## config.mk

```make
export PLATFORM = sky130hd
export DESIGN_NAME = sipo_deserializer
export DESIGN_NICKNAME = d
export VERILOG_FILES = /design/src/rtl/sipo_pkg.sv /design/src/rtl/sipo_word_slot.sv /design/src/rtl/sipo_deserializer.sv
export SDC_FILE = /design/constraint.sdc
export NUM_CORES = 1
export LEC_CHECK = 0
export BUFFER_PORTS_ARGS = -buffer_cell sky130_fd_sc_hd__buf_2
export CORE_ASPECT_RATIO = 1.5
export CORE_UTILIZATION = 45
export DETAILED_ROUTE_END_ITERATION = 8
export PLACE_DENSITY_LB_ADDON = 0.2
export SLEW_MARGIN = 20
export SYNTH_ARGS = -nofsm -noshare
export SYNTH_HDL_FRONTEND = slang
export SYNTH_SLANG_ARGS = --single-unit
```

## constraint.sdc

```tcl
create_clock -name clk -period 1.5 [get_ports clk]
set_input_delay 0.375 -clock clk [delete_from_list [all_inputs] [get_ports clk]]
set_output_delay 0.375 -clock clk [all_outputs]
set_load 0.005 [all_outputs]
```

## src/rtl/sipo_pkg.sv

```systemverilog
// Shared types and constants for the SIPO deserializer.
// Defining SIPO_PARITY_EN appends an even-parity bit to every serial frame.
package sipo_pkg;

    function automatic int clog2(input int value);
        int result;
        result = 0;
        for (int i = 0; i < 31; i++) begin
            if ((1 << i) < value) result = i + 1;
        end
        return result;
    endfunction

`ifdef SIPO_PARITY_EN
    localparam int PAR_BITS = 1;
`else
    localparam int PAR_BITS = 0;
`endif

    typedef enum logic {
        SLOT_EMPTY,
        SLOT_HELD
    } slot_state_t;

endpackage

```

## src/rtl/sipo_word_slot.sv

```systemverilog
// One-entry valid/ready holding register for assembled words.
// A load always wins over a drain, which lets a new word replace one leaving in the same cycle.
module sipo_word_slot
    import sipo_pkg::*;
#(
    parameter int WIDTH = 8
)(
    input  logic             clk,
    input  logic             rst,
    input  logic             clr,
    input  logic             load,
    input  logic [WIDTH-1:0] load_data,
    input  logic             load_perr,
    input  logic             word_ready,
    output logic             word_valid,
    output logic [WIDTH-1:0] word_out,
    output logic             word_perr
);

    slot_state_t      state, state_next;
    logic [WIDTH-1:0] data_q, data_next;
    logic             perr_q, perr_next;

    always_ff @(posedge clk or posedge rst) begin
        if (rst) begin
            state  <= SLOT_EMPTY;
            data_q <= '0;
            perr_q <= 1'b0;
        end else begin
            state  <= state_next;
            data_q <= data_next;
            perr_q <= perr_next;
        end
    end

    always_comb begin
        state_next = state;
        data_next  = data_q;
        perr_next  = perr_q;
        if (clr) begin
            state_next = SLOT_EMPTY;
            data_next  = '0;
            perr_next  = 1'b0;
        end else if (load) begin
            state_next = SLOT_HELD;
            data_next  = load_data;
            perr_next  = load_perr;
        end else if (state == SLOT_HELD && word_ready) begin
            state_next = SLOT_EMPTY;
        end
    end

    assign word_valid = (state == SLOT_HELD);
    assign word_out   = data_q;
    assign word_perr  = perr_q;

endmodule

```

## src/rtl/sipo_deserializer.sv

```systemverilog
// Serial-in, parallel-out deserializer with a one-word output slot (sipo_word_slot).
// SIPO_PARITY_EN: each frame carries a trailing even-parity bit reported on word_perr.
module sipo_deserializer
    import sipo_pkg::*;
#(
    parameter int WIDTH     = 8,
    parameter bit MSB_FIRST = 1'b1,
    parameter int CNT_W     = clog2(WIDTH + 1 + PAR_BITS)
)(
    input  logic             clk,
    input  logic             rst,
    input  logic             clr,
    input  logic             bit_valid,
    input  logic             bit_in,
    output logic             bit_ready,
    output logic             word_valid,
    input  logic             word_ready,
    output logic [WIDTH-1:0] word_out,
    output logic             word_perr,
    output logic [CNT_W-1:0] bit_cnt
);

    localparam int              FRAME     = WIDTH + PAR_BITS;
    localparam logic [CNT_W-1:0] FRAME_CNT = CNT_W'(FRAME);
    localparam logic [CNT_W-1:0] LAST_CNT  = CNT_W'(FRAME - 1);

    logic [WIDTH-1:0] sr, sr_shifted, data_next;
    logic [CNT_W-1:0] cnt;
    logic             full, accept, complete, shift_en, load, load_perr;

    // A counter parked at FRAME means the shift register holds a finished word.
    assign full      = (cnt == FRAME_CNT);
    assign bit_ready = !full;
    assign bit_cnt   = cnt;
    assign accept    = bit_valid && !full;
    assign complete  = accept && (cnt == LAST_CNT);
    assign load      = (complete && (!word_valid || word_ready)) ||
                       (full && word_valid && word_ready);

    generate
        if (MSB_FIRST) begin : g_msb
            assign sr_shifted = {sr[WIDTH-2:0], bit_in};
        end else begin : g_lsb
            assign sr_shifted = {bit_in, sr[WIDTH-1:1]};
        end
    endgenerate

    assign data_next = shift_en ? sr_shifted : sr;

`ifdef SIPO_PARITY_EN
    localparam logic [CNT_W-1:0] DATA_CNT = CNT_W'(WIDTH);

    logic par_q, par_bit;

    // The parity bit stays out of the data; it is kept aside while a word waits in FULL.
    assign shift_en  = accept && (cnt < DATA_CNT);
    assign par_bit   = complete ? bit_in : par_q;
    assign load_perr = (^data_next) ^ par_bit;

    always_ff @(posedge clk or posedge rst) begin
        if (rst) begin
            par_q <= 1'b0;
        end else if (clr) begin
            par_q <= 1'b0;
        end else if (complete) begin
            par_q <= bit_in;
        end
    end
`else
    assign shift_en  = accept;
    assign load_perr = 1'b0;
`endif

    always_ff @(posedge clk or posedge rst) begin
        if (rst) begin
            sr  <= '0;
            cnt <= '0;
        end else if (clr) begin
            sr  <= '0;
            cnt <= '0;
        end else if (load) begin
            sr  <= '0;
            cnt <= '0;
        end else begin
            sr <= data_next;
            if (accept) cnt <= cnt + CNT_W'(1);
        end
    end

    sipo_word_slot #(
        .WIDTH(WIDTH)
    ) u_slot (
        .clk       (clk),
        .rst       (rst),
        .clr       (clr),
        .load      (load),
        .load_data (data_next),
        .load_perr (load_perr),
        .word_ready(word_ready),
        .word_valid(word_valid),
        .word_out  (word_out),
        .word_perr (word_perr)
    );

endmodule

```

==> results.yml <==
timing:
  fmax_mhz: 579
  rsz0062_at_grt: "yes"
  fin_crit_sh_pct: 115
  fin_ws_ns: -0.227
  setup_viol: 21
  fin_skew_ns: 0.0156
  period_needed_ns: 1.73
  hold_viol_final: 0
  slew_viol_final: 0
critical_path:
  crit_end: "bit_ready"
  critPathRequiredTime_ns: 1.12
  cpMaxStageDelayCell: "dfrtp_1"
  cp_common_cell: "inv_2"
  crit_chain: "inv_2 -> ha_4 -> and3b_4 -> inv_2 -> buf_6"
  r2r_setup_slack_ns: -0.20
  worst_ep_arrival_time_ns: 1.35
  worstRegToRegCells: 7
  critPathLaunchType: "flip-flop"
  cp-end-kind: "output port"
  worstSetupPathType: "reg2out"
  r2r-end: "sr[6]$_DFF_PP0_"
  cp.depth: 5
  cpLargestDelayFamily: "flip-flops"
  critPathMaxStageDelay_ns: 0.44
  crit_fanout: 2
  reg2reg_from: "bit_cnt[1]$_DFFE_PP0P_"
  critical_path_buf_inv_count: 3
  cp-startpoint: "bit_cnt[1]$_DFFE_PP0P_"
pwr:
  peakVddDrop_mv: 0.563
  power_switching_share_pct: 26.7
  p_switching_mw: 0.269
  totalPowerFinal_mw: 1.01
  power_density_nw_per_um2: 585
  p_leak_nw: 0.730
  power_frac_seq_pct: 57.5
  power_frac_comb_pct: 14.3
  pwr-share-clk_pct: 28.2
  p_int_mw: 0.739
drt:
  drt-initial-drc-count: 61
  vias: 1137
  finalWirelength_um: 3670
  routed_via_density: 6.25
  routed_wire_length_per_instance_um: 20.2
  antenna_left: 0
  drc: 0
  first_pass_iters: 7
clocking:
  cts_buffers: 3
  cts.sinks: 21
  postCtsHoldBufs: 0
  clock_latency_ns: 0.32
  root_buffer: "clkbuf_4"
  clkTransAtPathRegs_ns: 0.13
  cts_max_level: 1
  cts_tree: "done"
  clockBufferDepth: 2
place:
  pre_cts_slack_ns: -0.183
  io_buffers: 19
  gp_congestion: 0.760
  dpl.hpwl_um: 2000
  dp.cells: 165
  dpl_cell_area_um2: 1350
outcome:
  status: "complete, but fails checks"
  violations: "negative setup slack"
synth:
  synth.top_cell.area_share_pct: 43.9
  synth_fp_nets: 129
  synth_area_per_cell_um2: 9.90
  synth_top_cell_by_area: "dfrtp_1"
  synth_cell_types: 30
  synth_cells: 121
  mappedNetlistArea_um2: 1200
  ys_seq_area_share_pct: 43.9
  synth.ff_latch_count: 21
  synthTopCellsByArea: "dfrtp_1 (44%), o211a_1 (6.7%), a221oi_1 (5.9%)"
  ys.warnings.count: 0
die:
  rows: 22
  ioPinCount: 21
  dieArea_um2: 2880
  core_um2: 2480
  die_h_um: 65.2
  dieWidth_um: 44.1
  start_util_pct: 48.3
global_routing:
  antenna_found_initial: 0
  grt_pass1_vias: 1200
  grt_max_degree: 22
  grt_overflow: 0
  track_usage_pct: 28.7
  grt_pass1_wl_um: 6000
flow_run:
  maxCapViolations: 0
worst_hold_path:
  hold_path_class: "in2async"
final_layout:
  utilization_pct: 69.6
  final_cells: 182
  syn_to_final_growth_pct: 44.0
  final_layout_size_suffix_gt1_share_pct: 53.2
  nFillCells: 179
  layout_commonest_cell: "dfrtp_1"
  stdcell_area_um2: 1720
  diodes: 0
  mostFrequentLayoutCells: "dfrtp_1 (21), buf_2 (17), buf_4 (16)"
  final_nets: 167
[how the worst min path moves through the flow]
stage | cells past startpoint | endpoint | slack, ns | startpoint
global route | 3 | sr[1]$_DFF_PP0_ | 0.10 | rst
CTS | 3 | sr[1]$_DFF_PP0_ | 0.07 | rst
floorplan | 1 | bit_cnt[0]$_DFFE_PP0P_ | 0.35 | rst
detailed placement | 3 | sr[4]$_DFF_PP0_ | 0.42 | rst
finish | 3 | bit_cnt[1]$_DFFE_PP0P_ | 0.06 | rst
global placement | 3 | sr[5]$_DFF_PP0_ | 0.41 | rst
[per-layer routing]
| layer | part of all wire [%] | GRT usage (%) | wire length (um) |
|---|---|---|---|
| met2 | 57 | 50.0 | 2080 |
| met1 | 37 | 32.7 | 1370 |
| met5 | 0 | 0 | 0 |
| met4 | 2.6 | 16.7 | 95 |
| met3 | 3.2 | 2.75 | 119 |
[stage by stage]
step	hold slack, ns	TNS [ns]
final	0.0597	-3.47
after CTS	0.0662	-2.88
after global placement	0.414	-1.47
after global routing	0.102	-4.08
after floorplan	0.352	-0.758
after detailed placement	0.419	-2.42
[cells by family after synthesis]
family,Yosys count,synth area share [%]
simple gates,43,20.6
compound gates,34,23.2
flops,21,43.9
buf+inv,19,9.19
fa+ha+maj,2,2.09
xor+xnor,1,0.732
other cells,1,0.313
[tightest hold or removal path, cell delays in order]
cell	delay (ns)
buf_2	0.09
inv_1	0.04
buf_4	0.27
[cells in the mapped netlist (all sizes together)]
cell    number
nor2         9
nand2b       9
nand3        2
buf         10
clkbuf       3
a221o        1
nand4        1
a211o        1
a221oi       8
nand2       11
and3b        1
xor2         1
a22o         1
a211oi       8
ha           2
inv          6
o21ai        3
and2         1
dfrtp       21
and4b        1
conb         1
nand4b       8
o211a        8
a21oi        4
[timing repair]
action                                  4_1_cts  5_1_grt
endpoints found under the setup margin       21       23
buffers inserted                             10        2
pin swaps                                    20       12
gates resized for setup                      43        8
hold endpoints to repair                      0        0
gates cloned                                  2        0
[layout make-up]
class | count | area, um^2 | area share [%]
Clock buffer | 3 | 22.5 | 1.31
Multi-Input combinational cell | 82 | 774 | 44.9
Inverter | 6 | 22.5 | 1.31
Sequential cell | 21 | 526 | 30.5
Timing Repair Buffer | 45 | 344 | 20.0
Clock inverter | 1 | 5.00 | 0.290
Tap cell | 24 | 30.0 | 1.74
[state kept, by name, summed over array words and instances, names as in the netlist]
| name | flops |
|---|---|
| sr | 8 |
| u_slot.word_valid | 1 |
| bit_cnt | 4 |
| u_slot.word_out | 8 |
[power groups by stage]
stage / registers, mW / logic [mW] / clock network [mW]
4_1_cts: 0.579 / 0.133 / 0.289
6_report: 0.580 / 0.144 / 0.284
5_1_grt: 0.581 / 0.155 / 0.320
3_5_place_dp: 0.589 / 0.0997 / 0
3_3_place_gp: 0.589 / 0.0963 / 0
2_1_floorplan: 0.590 / 0.0667 / 0
(Power assumes the default switching activity.)
